==> src/rtl/voice_cmd_classifier.sv <==
// voice_cmd_classifier: talk-triggered sequencer driving feature extraction and the
// DTW bank, then a sequential best/second-best scan with noise and margin rejection.
module voice_cmd_classifier #(
    parameter int NUM_WORDS = 9,
    parameter int SCORE_W   = 25,
    parameter int IDX_W     = 4,
    parameter int MARGIN    = 0,
    parameter int TIMEOUT   = 2**24
) (
    input  logic                         i_clock,
    input  logic                         i_reset,
    input  logic                         i_talk,
    output logic                         o_feature_start,
    input  logic                         i_feature_done,
    input  logic                         i_training_enable,
    input  logic [IDX_W-1:0]             i_training_select,
    output logic [NUM_WORDS-1:0]         o_dtw_start,
    output logic [NUM_WORDS-1:0]         o_dtw_train,
    input  logic [NUM_WORDS-1:0]         i_dtw_done,
    input  logic [NUM_WORDS*SCORE_W-1:0] i_dtw_score,
    output logic [IDX_W-1:0]             o_cmd_index,
    output logic                         o_cmd_reject,
    output logic                         o_done,
    output logic                         o_timeout_err,
    output logic                         o_busy
);

    localparam int WD_W = $clog2(TIMEOUT + 1);
    localparam logic [WD_W-1:0]    WD_LAST  = WD_W'(TIMEOUT - 1);
    localparam logic [IDX_W:0]     NW       = (IDX_W + 1)'(NUM_WORDS);
    localparam logic [IDX_W-1:0]   LAST_IDX = IDX_W'(NUM_WORDS - 1);
    localparam logic [SCORE_W-1:0] MARGIN_S = SCORE_W'(MARGIN);

    typedef enum logic [2:0] {
        S_IDLE,
        S_RECORD,
        S_DTW_WAIT,
        S_SCAN,
        S_DECIDE
    } state_t;

    state_t                 r_state;
    logic                   r_talk_q;
    logic                   r_train;
    logic [IDX_W-1:0]       r_sel;
    logic [NUM_WORDS-1:0]   r_mask;
    logic [WD_W-1:0]        r_wd;
    logic [IDX_W-1:0]       r_scan_i;
    logic [IDX_W-1:0]       r_best_idx;
    logic [SCORE_W-1:0]     r_best;
    logic [SCORE_W-1:0]     r_second;
    logic                   r_feature_start;
    logic [NUM_WORDS-1:0]   r_dtw_start;
    logic [NUM_WORDS-1:0]   r_dtw_train;
    logic [IDX_W-1:0]       r_cmd_index;
    logic                   r_cmd_reject;
    logic                   r_done;
    logic                   r_timeout_err;

    logic [SCORE_W-1:0]     w_score;
    logic [NUM_WORDS-1:0]   w_onehot;
    logic                   w_sel_ok;
    logic                   w_all_done;
    logic [SCORE_W-1:0]     w_diff;

    assign w_score    = i_dtw_score[int'(r_scan_i)*SCORE_W +: SCORE_W];
    assign w_onehot   = NUM_WORDS'(1) << i_training_select;
    assign w_sel_ok   = {1'b0, i_training_select} < NW;
    assign w_all_done = (i_dtw_done & r_mask) == r_mask;
    // best never exceeds second, so this cannot wrap
    assign w_diff     = r_second - r_best;

    always_ff @(posedge i_clock) begin
        if (i_reset) begin
            r_state         <= S_IDLE;
            r_talk_q        <= 1'b0;
            r_train         <= 1'b0;
            r_sel           <= '0;
            r_mask          <= '0;
            r_wd            <= '0;
            r_scan_i        <= '0;
            r_best_idx      <= '0;
            r_best          <= '0;
            r_second        <= '0;
            r_feature_start <= 1'b0;
            r_dtw_start     <= '0;
            r_dtw_train     <= '0;
            r_cmd_index     <= '0;
            r_cmd_reject    <= 1'b0;
            r_done          <= 1'b0;
            r_timeout_err   <= 1'b0;
        end else begin
            r_talk_q        <= i_talk;
            r_feature_start <= 1'b0;
            r_dtw_start     <= '0;
            r_done          <= 1'b0;
            r_timeout_err   <= 1'b0;
            unique case (r_state)
                S_IDLE: begin
                    r_wd <= '0;
                    if (i_talk && !r_talk_q) begin
                        r_feature_start <= 1'b1;
                        r_state         <= S_RECORD;
                    end
                end
                S_RECORD: begin
                    if (i_feature_done) begin
                        r_wd <= '0;
                        if (i_training_enable && w_sel_ok) begin
                            r_dtw_start <= w_onehot;
                            r_dtw_train <= w_onehot;
                            r_mask      <= w_onehot;
                            r_train     <= 1'b1;
                            r_sel       <= i_training_select;
                            r_state     <= S_DTW_WAIT;
                        end else if (i_training_enable) begin
                            r_timeout_err <= 1'b1;
                            r_state       <= S_IDLE;
                        end else begin
                            r_dtw_start <= '1;
                            r_mask      <= '1;
                            r_train     <= 1'b0;
                            r_state     <= S_DTW_WAIT;
                        end
                    end else if (r_wd == WD_LAST) begin
                        r_wd          <= '0;
                        r_timeout_err <= 1'b1;
                        r_dtw_train   <= '0;
                        r_state       <= S_IDLE;
                    end else begin
                        r_wd <= r_wd + 1'b1;
                    end
                end
                S_DTW_WAIT: begin
                    if (w_all_done) begin
                        r_wd <= '0;
                        if (r_train) begin
                            r_done       <= 1'b1;
                            r_cmd_reject <= 1'b1;
                            r_cmd_index  <= r_sel;
                            r_dtw_train  <= '0;
                            r_state      <= S_IDLE;
                        end else begin
                            r_scan_i   <= '0;
                            r_best     <= '1;
                            r_second   <= '1;
                            r_best_idx <= '0;
                            r_state    <= S_SCAN;
                        end
                    end else if (r_wd == WD_LAST) begin
                        r_wd          <= '0;
                        r_timeout_err <= 1'b1;
                        r_dtw_train   <= '0;
                        r_state       <= S_IDLE;
                    end else begin
                        r_wd <= r_wd + 1'b1;
                    end
                end
                S_SCAN: begin
                    if (w_score < r_best) begin
                        r_second   <= r_best;
                        r_best     <= w_score;
                        r_best_idx <= r_scan_i;
                    end else if (w_score < r_second) begin
                        r_second <= w_score;
                    end
                    if (r_scan_i == LAST_IDX) begin
                        r_state <= S_DECIDE;
                    end else begin
                        r_scan_i <= r_scan_i + 1'b1;
                    end
                end
                S_DECIDE: begin
                    r_done       <= 1'b1;
                    r_cmd_index  <= r_best_idx;
                    r_cmd_reject <= (r_best_idx == LAST_IDX) ||
                                    ((MARGIN != 0) && (w_diff < MARGIN_S));
                    r_state      <= S_IDLE;
                end
                default: r_state <= S_IDLE;
            endcase
        end
    end

    assign o_feature_start = r_feature_start;
    assign o_dtw_start     = r_dtw_start;
    assign o_dtw_train     = r_dtw_train;
    assign o_cmd_index     = r_cmd_index;
    assign o_cmd_reject    = r_cmd_reject;
    assign o_done          = r_done;
    assign o_timeout_err   = r_timeout_err;
    assign o_busy          = (r_state != S_IDLE);

endmodule
==> config.mk <==
export PLATFORM = sky130hd
export DESIGN_NAME = voice_cmd_classifier
export DESIGN_NICKNAME = d
export VERILOG_FILES = /design/src/rtl/voice_cmd_classifier.sv
export SDC_FILE = /design/constraint.sdc
export NUM_CORES = 1
export LEC_CHECK = 0
export ABC_AREA = 0
export CAP_MARGIN = 20
export CORE_MARGIN = 2
export CORE_UTILIZATION = 45
export CTS_BUF_LIST = sky130_fd_sc_hd__clkbuf_4 sky130_fd_sc_hd__clkbuf_8
export DETAILED_ROUTE_END_ITERATION = 7
export PLACE_DENSITY = 0.86
export SYNTH_ARGS = -nofsm -noshare
export SYNTH_HDL_FRONTEND = slang
export SYNTH_SLANG_ARGS = --single-unit
==> constraint.sdc <==
create_clock -name i_clock -period 8.3 [get_ports i_clock]
set_input_delay 2.075 -clock i_clock [delete_from_list [all_inputs] [get_ports i_clock]]
set_output_delay 2.075 -clock i_clock [all_outputs]
set_load 0.02 [all_outputs]
---- After elaboration in Yosys (flattened, before gate mapping) ----
Cells that the tools add are included.
operators by class
  bitwise gates (word level) .............. 4
  equal/unequal tests ..................... 18
  shift-type cells ........................ 2
  add/sub/neg operators ................... 2
  $lt $le $gt $ge ......................... 2
  multiplexer cells ....................... 51
  $mul .................................... 1
  reductions and logical operators ........ 18
operator list
  cell                                              number
  indexed part select 225 x 10 -> 25 bit            1
  two-way mux 25 bit                                6
  two-way mux 9 bit                                 9
  case mux 25 bit (3 select lines)                  1
  case mux 25 bit (2 select lines)                  1
  adder 25 x 1 -> 25 bit, second input constant     1
  == test 25 x 24 -> 1 bit, second input constant   1
  less-than comparator 25 bit                       1
  two-way mux 4 bit                                 6
  case mux 4 bit (2 select lines)                   3
  case mux 9 bit (2 select lines)                   1
  two-way mux 3 bit                                 5
  != test 2 bit, second input constant              7
  two-way mux 1 bit                                 12
  case mux 3 bit (4 select lines)                   1
  AND reduction 3 bit                               4
  AND 9 bit                                         1
  == test 9 bit                                     1
  multiplier 4 x 5 -> 9 bit, second input constant  1
  << shifter 1 x 4 -> 9 bit, first input constant   1
  == test 4 bit, second input constant              2
  AND reduction 4 bit                               2
  == test 3 x 2 -> 1 bit, second input constant     2
  two-way mux 2 bit                                 3
  16 further kinds                                  25
storage, ports and cells
  output and inout port bits .............. 27
  flip-flop bits (word level) ............. 102
  word-level logic and storage cells ...... 114
  input port bits ......................... 243

---- Longest topological paths before layout ----
Gate-level depths: netlist of the first run.
  word-level depth ........................ 5
  depth in mapped cells ................... 16
  mapped depth without buffers ............ 12

---- Worst setup path after synthesis of the first run ----
OpenSTA, ideal clock, no wires.
  kind .................................... input-to-reg
  start ................................... input port i_dtw_score[77]
  end ..................................... register r_best[10]
  path slack .............................. 3.667 ns
  data arrival time ....................... 4.481 ns
  stages .................................. 13
  library setup time ...................... 0.152 ns
  path buffers ............................ 1
  required time ........................... 8.148 ns
  path through ............................ mux4_2 -> nor2_1 -> o41a_1 -> inv_1 -> ha_1 -> a21o_1 -> nand3_1 -> a21oi_1 -> o31ai_1 -> a31oi_4 -> nor3b_4 -> buf_6 -> a221oi_2
on the way
  longest elaborated chain between the ends .. 4
  elaborated cells between the ends (all ways) .. 6
  classes of those cells .................. order compare (1); eq/ne (1); shift (1); mux (2); reduce/logical (1)
RTL lines
  item                                      line  source
  from (decl)                               20    input logic [NUM_WORDS*SCORE_W-1:0] i_dtw_score,
  indexed part select 225 x 10 -> 25 bit *  66    assign w_score = i_dtw_score[int'(r_scan_i)*SCORE_W +: SCORE_W];
  less-than comparator 25 bit               160   if (w_score < r_best) begin
  != test 2 bit (no source line)            -
  AND reduction 4 bit (no source line)      -
  to (signal assigned)                      162   r_best <= w_score;
  to (decl)                                 50    logic [SCORE_W-1:0] r_best;
Every way passes the cells marked *; elsewhere a longest branch is shown, timed or not. The select of a mux whose other input is x is not followed.
A chain may end at the register's enable or synchronous reset.

---- Worst setup path in the final report of the first run ----
  start ................................... input port i_dtw_score[2]
  end ..................................... register r_best[1]
The elaborated chain is that of the path after synthesis.

==> key figures, run 1 <==
CTS
  • Clk buf depth: 2
  • Number of gates resized after CTS: 0
  • Clock transition at the registers of the reported paths: between 0.1 and 0.15 ns
  • Post-CTS Hold Buffers: 0
  • Clock root buffer: clkbuf_8
  • H-tree depth: 3
  • Post-CTS Setup Bufs: 0
  • CTS Buf Count: 9
  • Num Clock Sinks: 102
  • TritonCTS clock tree: yes
  • Worst-Skew Late Latency: just under 0.4 ns

Die
  • Die height: approximately 130 µm
  • Die Wd: 128.4 µm
  • Core Footprint: 0.01515 mm²
  • Die area: around 0.016 mm²
  • # rows: 45
  • Starting density of the core: 45.95%
  • IO Pins: 270

Route
  • DR WL/cell: 18.61 µm
  • DR DRC count: 0
  • Vias: 7124
  • Post-route ant nets: 0
  • DR pass1 iterations: 5
  • Vias/cell: 5.741
  • Drt total wl: 23100 µm
  • DRT iter0 DRCs: slightly below 400

Power and ir drop
  • Peak VDD IR: 0.08640 mV
  • Static leakage: around 0.0033 µW
  • Cell Pwr Density: 117.6 mW/mm²

Synthesis
  • EDFF count, synth: 0
  • Seq/Total Area, Yosys: 29.34%
  • Yosys top cell area share: roughly 29%
  • Avg Cell Area, Syn: 8.581 µm²
  • Synth top area cells: dfxtp_1 (29%), mux4_2 (8.1%), a211oi_1 (6.9%)
  • Synth cell types: 60
  • Area leader, netlist: dfxtp_1
  • Syn Nets: 1081
  • Mapped Cells: 811
  • Async S/R FF share, synth: 0%
  • Top_reg_cell synth: dfxtp_1
  • Flop and latch count out of synthesis: 102
  • YS warnings: 0
  • Cell Area, Synth: 0.006959 mm²

Finish
  • Commonest non-fill, non-tap cell in the layout: clkdlybuf4s50_1
  • Final instance area: ~0.0099 mm²
  • Nets: around 1300
  • Ant diodes: 0
  • Layout area overhead: 42.65%
  • Ratio of cells with drive above 1 in the final layout: slightly above 8%
  • Most frequent cells in the layout: clkdlybuf4s50_1 (268), dfxtp_1 (101), nand2_1 (84), nor2_1 (80), a211oi_1 (64)
  • Final core utilization: 65.54%
  • Fillers: 1252

GRT
  • First-pass GRT wire length: approximately 36000 µm
  • Antenna violations before repair: 1
  • Number of global-route vias before repair: between 7000 and 8000
  • GR Util All Layers: 27.11%
  • GR Overflow Total: 0
  • Largest net degree at the start of global routing: 66

Worst setup path
  • Critical path data required time: approximately 8.5 ns
  • Critical path launch point type: input port
  • Peak fanout along the critical path: 14
  • Crit end category: flop
  • Worst EP arrival: between 5 and 6 ns
  • CP Class: in2reg

STA
  • Clk_skew: around 0.028 ns
  • Hold Vio Cnt, Final: 0
  • Hold Worst Slack: 0.4336 ns
  • Rel. slew slack: 33.49%
  • Crit path time final: 5.548 ns
  • Slew @ Worst Pin: 0.9941 ns
  • RSZ-0062 raised after global routing: false
  • Final Cycle Share: between 60% and 70%
  • Slew Viols, Final: 0
  • Setup Viol. Count Final: 0
  • Setup TNS: 0 ns
  • FMAX: approximately 0.18 GHz

Placement
  • I/O Buffers: about 270
  • Final Wtd Congestion: a little under 0.9
  • Placed cell area: 0.009694 mm²
  • Detail Placement HPWL: 17630 µm

Worst hold path
  • Worst Hold Class: reg2reg

Outcome
  • Status: completed

Job
  • Max cap viols: 0
Yosys cell counts, types with 5 or more instances:
master      n
dfxtp_1   102
nand2_1    84
nor2_1     80
a211oi_1   64
inv_1      58
nor2b_1    57
a21oi_1    48
clkbuf_1   34
ha_1       27
mux4_2     25
o41a_1     24
a221oi_2   20
o21ai_0    19
nand4_1    15
a221oi_1   12
nor3_1     12
nand2b_1   11
xor2_1     11
nand3_1    10
buf_2       9
mux2i_1     9
and3_1      6
buf_6       6
xnor2_1     6
nand3b_1    5
state kept, by name, summed over array words and instances, names as in the netlist:
signal / count
o_cmd_reject: 1
o_done: 1
o_dtw_train: 9
o_feature_start: 1
r_mask: 9
r_sel: 4
o_timeout_err: 1
o_cmd_index: 4
r_train: 1
r_wd: 25
r_scan_i: 4
r_talk_q: 1
r_state: 3
r_best: 25
o_dtw_start: 9
r_best_idx: 4
report_power, final:
group	total (µW)	leakage [µW]	switching, µW	internal [µW]
registers	523	0.000826	14.1	509
clock network	328	0.000107	205	123
logic	315	0.00239	128	187
worst paths after layout:
path / startpoint / endpoint / slack, ns / cells after the start
worst max-delay path: i_dtw_score[2] / r_best[1]$_SDFFE_PP0P_ / 2.75 / 14
worst min-delay path: r_talk_q$_SDFF_PP0_ / o_feature_start$_SDFF_PP0_ / 0.43 / 1
worst max register to register: r_scan_i[0]$_SDFFE_PP0P_ / r_best[1]$_SDFFE_PP0P_ / 3.32 / 14
worst min register to register: r_talk_q$_SDFF_PP0_ / o_feature_start$_SDFF_PP0_ / 0.43 / 1
area by class of cell:
| class | instances | area, µm² | share of cell area [%] |
|---|---|---|---|
| timing repair buffer | 279 | 2770 | 27.91 |
| clock inverter | 7 | 93.84 | 0.9453 |
| clock buffer | 9 | 123.9 | 1.248 |
| tap | 188 | 235.2 | 2.370 |
| sequential | 102 | 2046 | 20.61 |
| multi-input combinational | 597 | 4437 | 44.69 |
| inverter | 59 | 221.5 | 2.231 |
kinds of logic after synthesis:
kind of cell | synth area share (%)
mux | 9.709
flops | 29.34
simple gates | 21.86
fa+ha+maj | 4.854
xor+xnor | 2.139
buf+inv | 6.904
compound gates | 25.19
critical path, cell delays in order:
cell,delay (ns)
clkdlybuf4s50_1,0.43
mux4_2,0.48
nor2_1,0.18
o41a_1,0.20
inv_1,0.05
ha_1,0.29
a21o_1,0.18
nand3_1,0.07
a21oi_1,0.06
o31ai_1,0.39
a31oi_4,0.19
nor3b_4,0.68
buf_4,0.37
a221oi_1,0.11
metal layers:
metal  track usage (%)  wire length (µm)
met2             47.28             11160
met5                 0                13
met3             7.526              2225
met4             9.050               649
met1             32.26              9047
metrics by stage:
stage / setup WS, ns / instances / power, µW
final: 2.752 / 1241 / 1167
after global routing: 2.519 / 1241 / 1225
after CTS: 2.810 / 1240 / 1171
after detailed placement: 2.417 / 1224 / 846.9
after global placement: 2.440 / 1224 / 839.2
after floorplan: 3.667 / 811 / 693.6
Note: power is estimated with default switching activity, not from simulation.
==> inputs of run 2 (changes only) <==
CORE_UTILIZATION = 41   (was 45)
PLACE_DENSITY = 0.83   (was 0.86)
clock period = 5.1 ns   (was 8.3 ns; I/O delays follow)
==> key figures, run 2 (synthesis results as in run 1) <==
Worst hold path
  • Hold Crit Depth: 1 (unchanged)
  • Hold Path Origin: r_talk_q$_SDFF_PP0_
  • Worst hold endpoint: o_feature_start$_SDFF_PP0_
  • Worst Hold Class: reg2reg

CTS
  • Worst-Skew Late Latency: 0.36 ns (-0.03 ns)
  • Post-CTS Setup Bufs: 0 (unchanged)
  • H-tree depth: 3 (unchanged)
  • Num Clock Sinks: 102 (unchanged)
  • CTS Buf Count: 9 (unchanged)
  • Clk buf depth: 2 (unchanged)
  • TritonCTS clock tree: yes
  • Number of gates resized after CTS: 0 (unchanged)
  • Post-CTS Hold Buffers: 0 (unchanged)
  • Clock transition at the registers of the reported paths: 0.09 ns (-0.02 ns)
  • Clock root buffer: clkbuf_8

GRT
  • GR Util All Layers: 25.86% (-1.3 points)
  • Antenna violations before repair: 2 (+1)
  • Number of global-route vias before repair: 7031 (+0.17%)
  • GR Overflow Total: 0 (unchanged)
  • First-pass GRT wire length: 37290 µm (+4.9%)
  • Largest net degree at the start of global routing: 65 (-1.5%)

Die
  • IO Pins: 270 (unchanged)
  • Die Wd: 134.3 µm (+4.6%)
  • # rows: 47 (+4.4%)
  • Die area: 0.01803 mm² (+9.4%)
  • Starting density of the core: 41.96% (-4.0 points)
  • Die height: 134.3 µm (+4.6%)
  • Core Footprint: 0.01658 mm² (+9.5%)

Worst setup path
  • CP Class: in2reg
  • Worst EP arrival: 4.87 ns (-0.90 ns)
  • Crit path cell chain: clkdlybuf4s50_1 -> mux4_2 -> nor2_1 -> o41a_1 -> inv_1 -> ha_1 -> nand4_1 -> nor3_1 -> nand2_1 -> a21o_2 -> a31oi_4 -> a2bb2oi_4 -> a221oi_1
  • Critical path launch point type: input port
  • Crit path largest cell delay: 0.78 ns (+0.10 ns)
  • Worst path slowest cell: a2bb2oi_4
  • Peak fanout along the critical path: 25 (+11)
  • Worst R2R Start: r_scan_i[0]$_SDFFE_PP0P_
  • Crit end category: flop
  • Critical path data required time: 5.30 ns (-3.23 ns)
  • R2r endpoint: r_best[0]$_SDFFE_PP0P_
  • Setup slack, reg-to-reg: 0.57 ns (-2.75 ns)
  • R2R depth: 14 (unchanged)

Route
  • DRT iter0 DRCs: 476 (+20%)
  • DR WL/cell: 18.71 µm (+0.48%)
  • DR pass1 iterations: 5 (unchanged)
  • Post-route ant nets: 0 (unchanged)
  • Drt total wl: 23910 µm (+3.5%)
  • Vias: 7112 (-0.17%)
  • Vias/cell: 5.565 (-3.1%)
  • DR DRC count: 0 (unchanged)

Finish
  • Nets: 1322 (+0.30%)
  • Most frequent cells in the layout: clkdlybuf4s50_1 (268), dfxtp_1 (101), nand2_1 (84), nor2_1 (80), a211oi_1 (64)
  • Final instance area: 0.01000 mm² (+0.74%)
  • Ratio of cells with drive above 1 in the final layout: 8.609% (+0.35 points)
  • Final core utilization: 60.31% (-5.2 points)
  • Fillers: 1456 (+16%)
  • Layout area overhead: 43.71%
  • Largest regs: r_best x25, r_wd x25
  • Cell Count, Final, Fillers Out: 1278 (+3.0%)
  • Commonest non-fill, non-tap cell in the layout: clkdlybuf4s50_1

STA
  • Crit path time final: 4.669 ns
  • Clk_skew: 0.009038 ns (-0.01867 ns)
  • Rel. slew slack: 32.96% (-0.54 points)
  • Setup Viol. Count Final: 0 (unchanged)
  • Slew @ Worst Pin: 1.002 ns (+0.008025 ns)
  • Setup TNS: 0 ns (unchanged)
  • Hold Vio Cnt, Final: 0 (unchanged)
  • FMAX: ~0.21 GHz
  • Final Cycle Share: 91.56%
  • Slew Viols, Final: 0 (unchanged)
  • RSZ-0062 raised after global routing: false

Power and ir drop
  • Static leakage: 0.003348 µW (+0.61%)
  • Cell Pwr Density: 194.0 mW/mm² (+65%)
  • Sw Pwr: 511.3 µW (+47%)
  • Sequential power share: 43.8% (-1.0 points)
  • Switching Fraction: 26.35% (-3.4 points)
  • P_int: 1429 µW (+74%)
  • Peak VDD IR: 0.2092 mV (+140%)
  • Combinational Power Share: 26.8% (-0.2 points)
  • Clock network power share: 29.4% (+1.3 points)

Placement
  • Final Wtd Congestion: 0.8472 (-2.8%)
  • Placed cell area: 0.009772 mm² (+0.80%)
  • Detail Placement HPWL: 18340 µm (+4.0%)
  • Post-placement cell count: 1261 (+3.0%)
  • I/O Buffers: 269 (unchanged)

Outcome
  • Status: completed

Job
  • Max cap viols: 0 (unchanged)
==> run 2: cell types whose count changed in the layout (fill, tap and decap cells not counted) <==
cell / delta
clkinvlp_4: +2
buf_4: +5
clkinv_8: -4
diode_2: +1
inv_4: +1
buf_8: -1
bufinv_16: +2
clkbuf_8: +1
inv_6: -2
inv_8: -1
clkbuf_4: +1
==> run 2: how the worst max path moves through the flow <==
stage	cells after the start	startpoint	slack [ns]	endpoint
2_1_floorplan	13	i_dtw_score[77]	1.27	r_best[10]$_SDFFE_PP0P_
3_3_place_gp	13	i_dtw_score[90]	0.15	r_best[3]$_SDFFE_PP0P_
3_5_place_dp	12	i_dtw_score[18]	0.09	r_best[1]$_SDFFE_PP0P_
4_1_cts	13	i_dtw_score[90]	0.46	r_best[0]$_SDFFE_PP0P_
5_1_grt	14	r_scan_i[0]$_SDFFE_PP0P_	0.22	r_best[0]$_SDFFE_PP0P_
6_report	13	i_dtw_score[90]	0.43	r_best[0]$_SDFFE_PP0P_
==> run 2: through the flow <==
| step | hold slack [ns] | power (µW) | setup WS (ns) |
|---|---|---|---|
| 3_3_place_gp | 0.4048 | 1369 | 0.1482 |
| 3_5_place_dp | 0.4170 | 1384 | 0.09277 |
| 4_1_cts | 0.4338 | 1953 | 0.4624 |
| 2_1_floorplan | 0.3986 | 1129 | 1.267 |
| 5_1_grt | 0.4591 | 2033 | 0.2197 |
| 6_report | 0.4380 | 1941 | 0.4306 |
==> run 2: cell type report <==
type                       instances  area [µm²]  area share (%)
clock inverter                     5       81.33          0.8132
inverter                          59       221.5           2.214
sequential                       102        2046           20.46
tap                              220       275.3           2.752
multi-input combinational        597        4437           44.36
timing repair buffer             283        2793           27.92
antenna                            1       2.502         0.02502
clock buffer                      11       145.1           1.451
==> run 2: power by group through the flow <==
stage                     sequential [µW]  clock [µW]  combinational (µW)
after floorplan                       859           0                 270
after global placement                867           0                 502
after detailed placement              869           0                 515
after CTS                             851         584                 518
after global routing                  854         613                 565
final                                 851         571                 519
==> run 2: worst max-delay path: cells and delay by family <==
kind	cells	cell delay [ns]
muxes	1	0.50
adders and majority gates	1	0.30
buffers and inverters	2	0.52
and+or+nand+nor	4	0.59
AOI/OAI and AO/OA	5	1.68
==> run 2: routing by layer <==
metal	global-route usage (%)	wire (µm)
met4	8.772	737
met5	0	13
met1	30.39	9487
met3	6.652	1917
met2	45.72	11750
